<file path="config.mk">
export PLATFORM = sky130hd
export DESIGN_NAME = north_i_router
export DESIGN_NICKNAME = d
export VERILOG_FILES = /design/src/rtl/north_i_router.sv
export SDC_FILE = /design/constraint.sdc
export NUM_CORES = 1
export LEC_CHECK = 0
export CELL_PAD_IN_SITES_DETAIL_PLACEMENT = 1
export CELL_PAD_IN_SITES_GLOBAL_PLACEMENT = 1
export CORE_ASPECT_RATIO = 1.25
export CORE_MARGIN = 4
export CORE_UTILIZATION = 47
export CTS_BUF_LIST = sky130_fd_sc_hd__clkbuf_8
export DETAILED_ROUTE_END_ITERATION = 8
export PLACE_DENSITY_LB_ADDON = 0.1
export SKIP_LAST_GASP = 1
export SLEW_MARGIN = 20
export SYNTH_ARGS = -nofsm -noshare
export SYNTH_HDL_FRONTEND = slang
export SYNTH_SLANG_ARGS = --single-unit
</file>
<file path="constraint.sdc">
create_clock -name clk -period 2.8 [get_ports clk]
set_input_delay 0.56 -clock clk [delete_from_list [all_inputs] [get_ports clk]]
set_output_delay 0.56 -clock clk [all_outputs]
set_load 0.02 [all_outputs]
</file>
<file path="src/rtl/north_i_router.sv">
// North pad input router: synchronizes the asynchronous pad bus and steers it to the
// selected macro, with a guarded handover whenever the selection changes.
module north_i_router #(
  parameter int WIDTH        = 10,
  parameter int SYNC_STAGES  = 2,
  parameter int GUARD_CYCLES = 4
) (
  input  logic             clk,
  input  logic             rst_n,
  input  logic [3:0]       configuration,
  input  logic [WIDTH-1:0] north_i_0,
  output logic [WIDTH-1:0] north_i_buf_0,
  output logic [WIDTH-1:0] north_i_buf_1,
  output logic [WIDTH-1:0] north_i_buf_2,
  output logic [WIDTH-1:0] north_i_buf_3,
  output logic [WIDTH-1:0] north_i_edge,
  output logic [3:0]       north_i_valid,
  output logic             switch_busy
);

  typedef enum logic [1:0] {
    ST_SETTLE = 2'd0,
    ST_ACTIVE = 2'd1,
    ST_GUARD  = 2'd2
  } state_t;

  localparam logic [8:0] RESET_CNT = 9'(SYNC_STAGES + GUARD_CYCLES);
  localparam logic [8:0] GUARD_CNT = 9'(GUARD_CYCLES);

  logic [SYNC_STAGES-1:0][WIDTH-1:0] sync_r;
  logic [WIDTH-1:0]                  sync_q_s;
  logic [WIDTH-1:0]                  prev_r;
  logic [1:0]                        sel_map_s;

  state_t     state_r, state_nxt_s;
  logic [8:0] cnt_r, cnt_nxt_s;
  logic [1:0] active_sel_r, active_sel_nxt_s;
  logic [1:0] last_sel_r, last_sel_nxt_s;
  logic       go_active_s;

  logic [3:0][WIDTH-1:0] buf_r, buf_nxt_s;
  logic [WIDTH-1:0]      edge_r, edge_nxt_s;
  logic [3:0]            valid_r, valid_nxt_s;
  logic                  busy_r, busy_nxt_s;

  // Pad synchronizer chain and previous-value register, running in every state
  always_ff @(posedge clk or negedge rst_n) begin
    if (!rst_n) begin
      sync_r <= '0;
      prev_r <= '0;
    end else begin
      sync_r[0] <= north_i_0;
      for (int i = 1; i < SYNC_STAGES; i++) begin
        sync_r[i] <= sync_r[i-1];
      end
      prev_r <= sync_q_s;
    end
  end

  assign sync_q_s = sync_r[SYNC_STAGES-1];

  // Out-of-range selections alias to macro 0
  always_comb begin
    if (configuration[3:2] == 2'b00) begin
      sel_map_s = configuration[1:0];
    end else begin
      sel_map_s = 2'b00;
    end
  end

  // Handover sequencing: next state, counter and selection
  always_comb begin
    state_nxt_s      = state_r;
    cnt_nxt_s        = cnt_r;
    active_sel_nxt_s = active_sel_r;
    last_sel_nxt_s   = last_sel_r;
    go_active_s      = 1'b0;
    case (state_r)
      ST_SETTLE: begin
        if (cnt_r <= 9'd1) begin
          state_nxt_s      = ST_ACTIVE;
          active_sel_nxt_s = sel_map_s;
          go_active_s      = 1'b1;
        end else begin
          cnt_nxt_s = cnt_r - 9'd1;
        end
      end
      ST_ACTIVE: begin
        if (sel_map_s != active_sel_r) begin
          state_nxt_s    = ST_GUARD;
          cnt_nxt_s      = GUARD_CNT;
          last_sel_nxt_s = sel_map_s;
        end else begin
          go_active_s = 1'b1;
        end
      end
      ST_GUARD: begin
        // A fresh selection change restarts the whole guard interval
        if (sel_map_s != last_sel_r) begin
          cnt_nxt_s      = GUARD_CNT;
          last_sel_nxt_s = sel_map_s;
        end else if (cnt_r <= 9'd1) begin
          state_nxt_s      = ST_ACTIVE;
          active_sel_nxt_s = sel_map_s;
          go_active_s      = 1'b1;
        end else begin
          cnt_nxt_s = cnt_r - 9'd1;
        end
      end
      default: begin
        state_nxt_s = ST_SETTLE;
        cnt_nxt_s   = RESET_CNT;
      end
    endcase
  end

  // Output values for the next cycle; everything is quiet unless routing is live
  always_comb begin
    buf_nxt_s   = '0;
    edge_nxt_s  = '0;
    valid_nxt_s = 4'b0000;
    busy_nxt_s  = 1'b1;
    if (go_active_s) begin
      buf_nxt_s[active_sel_nxt_s] = sync_q_s;
      edge_nxt_s                  = sync_q_s ^ prev_r;
      valid_nxt_s                 = 4'b0001 << active_sel_nxt_s;
      busy_nxt_s                  = 1'b0;
    end else begin
      busy_nxt_s = 1'b1;
    end
  end

  // State and registered outputs
  always_ff @(posedge clk or negedge rst_n) begin
    if (!rst_n) begin
      state_r      <= ST_SETTLE;
      cnt_r        <= RESET_CNT;
      active_sel_r <= 2'b00;
      last_sel_r   <= 2'b00;
      buf_r        <= '0;
      edge_r       <= '0;
      valid_r      <= 4'b0000;
      busy_r       <= 1'b1;
    end else begin
      state_r      <= state_nxt_s;
      cnt_r        <= cnt_nxt_s;
      active_sel_r <= active_sel_nxt_s;
      last_sel_r   <= last_sel_nxt_s;
      buf_r        <= buf_nxt_s;
      edge_r       <= edge_nxt_s;
      valid_r      <= valid_nxt_s;
      busy_r       <= busy_nxt_s;
    end
  end

  assign north_i_buf_0 = buf_r[0];
  assign north_i_buf_1 = buf_r[1];
  assign north_i_buf_2 = buf_r[2];
  assign north_i_buf_3 = buf_r[3];
  assign north_i_edge  = edge_r;
  assign north_i_valid = valid_r;
  assign switch_busy   = busy_r;

endmodule

</file>
==> metrics.txt <==
status=complete, no violations; Detailed Route WL=9430 um; post-place instance area=about 4700 um2; Max Clk Rate=between 400 and 500 MHz; Power Dens Cells=527 nW/um2; Post-synth EDFFs=0; Final Max Tran Viols=0; diode count=0; Synth async-reset ratio=1.00; crit end category=flip-flop; vias per cell=about 5.3; RSZ-0062 raised after global routing=no; Hold Fails Final Rpt=0; Max Root-Sink Buffers=2; routed length per instance=slightly above 20 um; count of different cell masters after synthesis=between 40 and 50; Final Setup Violations=0; Resized Gates After CTS=0; # H-tree levels=3; Final min period=2.42 ns; first-iteration detailed-routing DRC count=~110; final setup margin=about 0.38 ns; FILL cells=777; Max transition margin=0.525; flops & latches, synth=100; Crit Path Max Fanout=7; Die Area=between 9000 and 10000 um2; post-synth top area cell=dfrtp_1; hold buffer count at cts=0; die height=109 um; Leak=around 0.0021 uW; post-CTS setup repair buffer count=0; worst r2r src=cnt_r[4]; Post-Layout Inst Area=between 4000 and 5000 um2; crit path DAT=2.70 ns; mean area per synthesized cell=~14 um2; GRT Resource Usage Total=0.218; share of the synthesized area in the top cell type=0.637; Rows=36; fin crit share=0.865; most common cell after layout, fill and taps aside=dfrtp_1; 1st-pass router iterations=4; cells on worst reg2reg path=5; worst r2r dst=north_i_buf_0[2]; largest net degree at the start of global routing=between 50 and 60; critical setup path kind=in -> reg; share of cells above drive strength 1=0.226; vias in the first global route=~2800; Synth area leaders=dfrtp_1 64%, nor3b_2 12%, xnor2_1 3.0%, nor2_1 2.2%, dfstp_2 2.1%; RD Place Congestion=approximately 0.8; final design utilization=0.633; core area=a little under 8000 um2; Synth Net Count=a little under 300; Mapped Cells=276; Mapped Area=between 3000 and 4000 um2; setup TNS=0 ns; top_reg_cell synth=dfrtp_1; worst slew pin tran=around 0.71 ns; first-pass GRT wire length=~15000 um; crit path from=configuration[3]; worst min path class=in -> async; clock slew at reported path FFs=~0.10 ns; CTS buffer count=9; clock latency on the worst-skew pair=~0.37 ns; Vias=2478; TritonCTS Sinks=100; Area Growth Syn to Fin=30.1%; DP Worst Slack=around 0.049 ns; Worst Setup Start Kind=primary input; initial antenna violation count=0; CTS root buffer=clkbuf_8; HPWL after detailed placement=~6600 um; Max Cap Viol=0; drc violations=0; YS warnings=0; Initial Utilization=0.486; Die W=88.5 um; Port-buffer cells=70; peak supply drop=between 0.0004 and 0.0005 V; worst endpoint required time=3.08 ns; Post-layout nets=384; FF-to-FF setup slack=about 0.54 ns; grt ovf=0; post-route ant nets=0; Total Power=2610 uW; register area share after synthesis=0.658; I/O pin cnt=slightly above 70; clock skew=~0.013 ns; CTS tree=built; most frequent cells in the layout=97 x dfrtp_1, 69 x clkdlybuf4s50_1, 36 x nor3b_2
## flip-flops by register name, summed over array words and instances (netlist names)
register / flops
north_i_buf_3: 10
cnt_r: 9
switch_busy: 1
prev_r: 10
last_sel_r: 2
sync_r: 10
active_sel_r: 2
north_i_buf_2: 10
sync_q_s: 10
state_r: 2
north_i_edge: 10
north_i_buf_1: 10
north_i_valid: 4
north_i_buf_0: 10
## routing by layer
metal	vias to the layer above	GRT usage	routed length [um]
met1	1293	0.268	3780
met2	45	0.374	5190
met4	0	0.0810	140
li1	1127	-	-
met3	13	0.0476	310
met5	-	0	0
## cell type report
type / count / area, um2 / share of cell area
Clock buffer: 9 / 124 / 0.0250
Clock inverter: 7 / 93.8 / 0.0189
Inverter: 4 / 15.0 / 0.00303
Multi-Input combinational cell: 158 / 1220 / 0.245
Sequential cell: 100 / 2510 / 0.506
Tap cell: 95 / 119 / 0.0240
Timing Repair Buffer: 93 / 883 / 0.178
## critical path: stages
cell and delay, ns:
clkdlybuf4s50_1 0.42, or4_1 0.52, a2bb2oi_1 0.17, a31oi_2 0.38, a21oi_1 0.24, buf_4 0.24, nor3b_2 0.17
## stage by stage
step	instances	hold WS, ns
after floorplan	276	0.264
after detailed placement	450	0.336
after CTS	466	0.249
after global placement	450	0.331
after global routing	466	0.247
final	466	0.218
## synth_stat cells, types with 2 or more instances
| master | count |
|---|---|
| mux2_2 | 2 |
| dfrtp_1 | 97 |
| a21oi_1 | 9 |
| nor3b_1 | 6 |
| xnor2_1 | 13 |
| or3_1 | 2 |
| nand4_1 | 2 |
| nand2_1 | 17 |
| a31oi_1 | 4 |
| clkbuf_1 | 6 |
| nor3b_2 | 36 |
| o31ai_1 | 2 |
| nor2_1 | 22 |
| buf_4 | 6 |
| buf_2 | 2 |
| o21ai_0 | 5 |
| o311ai_0 | 2 |
| ha_1 | 2 |
| nand2b_1 | 4 |
| nor2b_1 | 2 |
| a22oi_1 | 3 |
| dfstp_2 | 3 |
| nor3_1 | 6 |
| or4_1 | 2 |
| inv_1 | 4 |
## cell families after synthesis
kind of cell | Yosys count | share of synthesized area
AOI/OAI and AO/OA | 35 | 0.0627
xor gates and xnor gates | 13 | 0.0299
adders and majority gates | 2 | 0.00657
buffers and inverters | 18 | 0.0243
DFF | 100 | 0.658
muxes | 3 | 0.00854
and+or+nand+nor | 105 | 0.210
## worst max-delay path by stage
stage	end	cells after the start
2_1_floorplan	north_i_buf_2[1]	7
3_3_place_gp	north_i_buf_0[9]	7
3_5_place_dp	north_i_buf_0[4]	7
4_1_cts	north_i_buf_0[2]	7
5_1_grt	north_i_buf_0[4]	7
6_report	north_i_buf_0[2]	7
## where the power goes
part / switching, uW / total, uW / internal [uW]
combinational: 58.6 / 111 / 52.8
clock: 511 / 1020 / 504
sequential: 21.1 / 1490 / 1470
(Power assumes the default switching activity.)
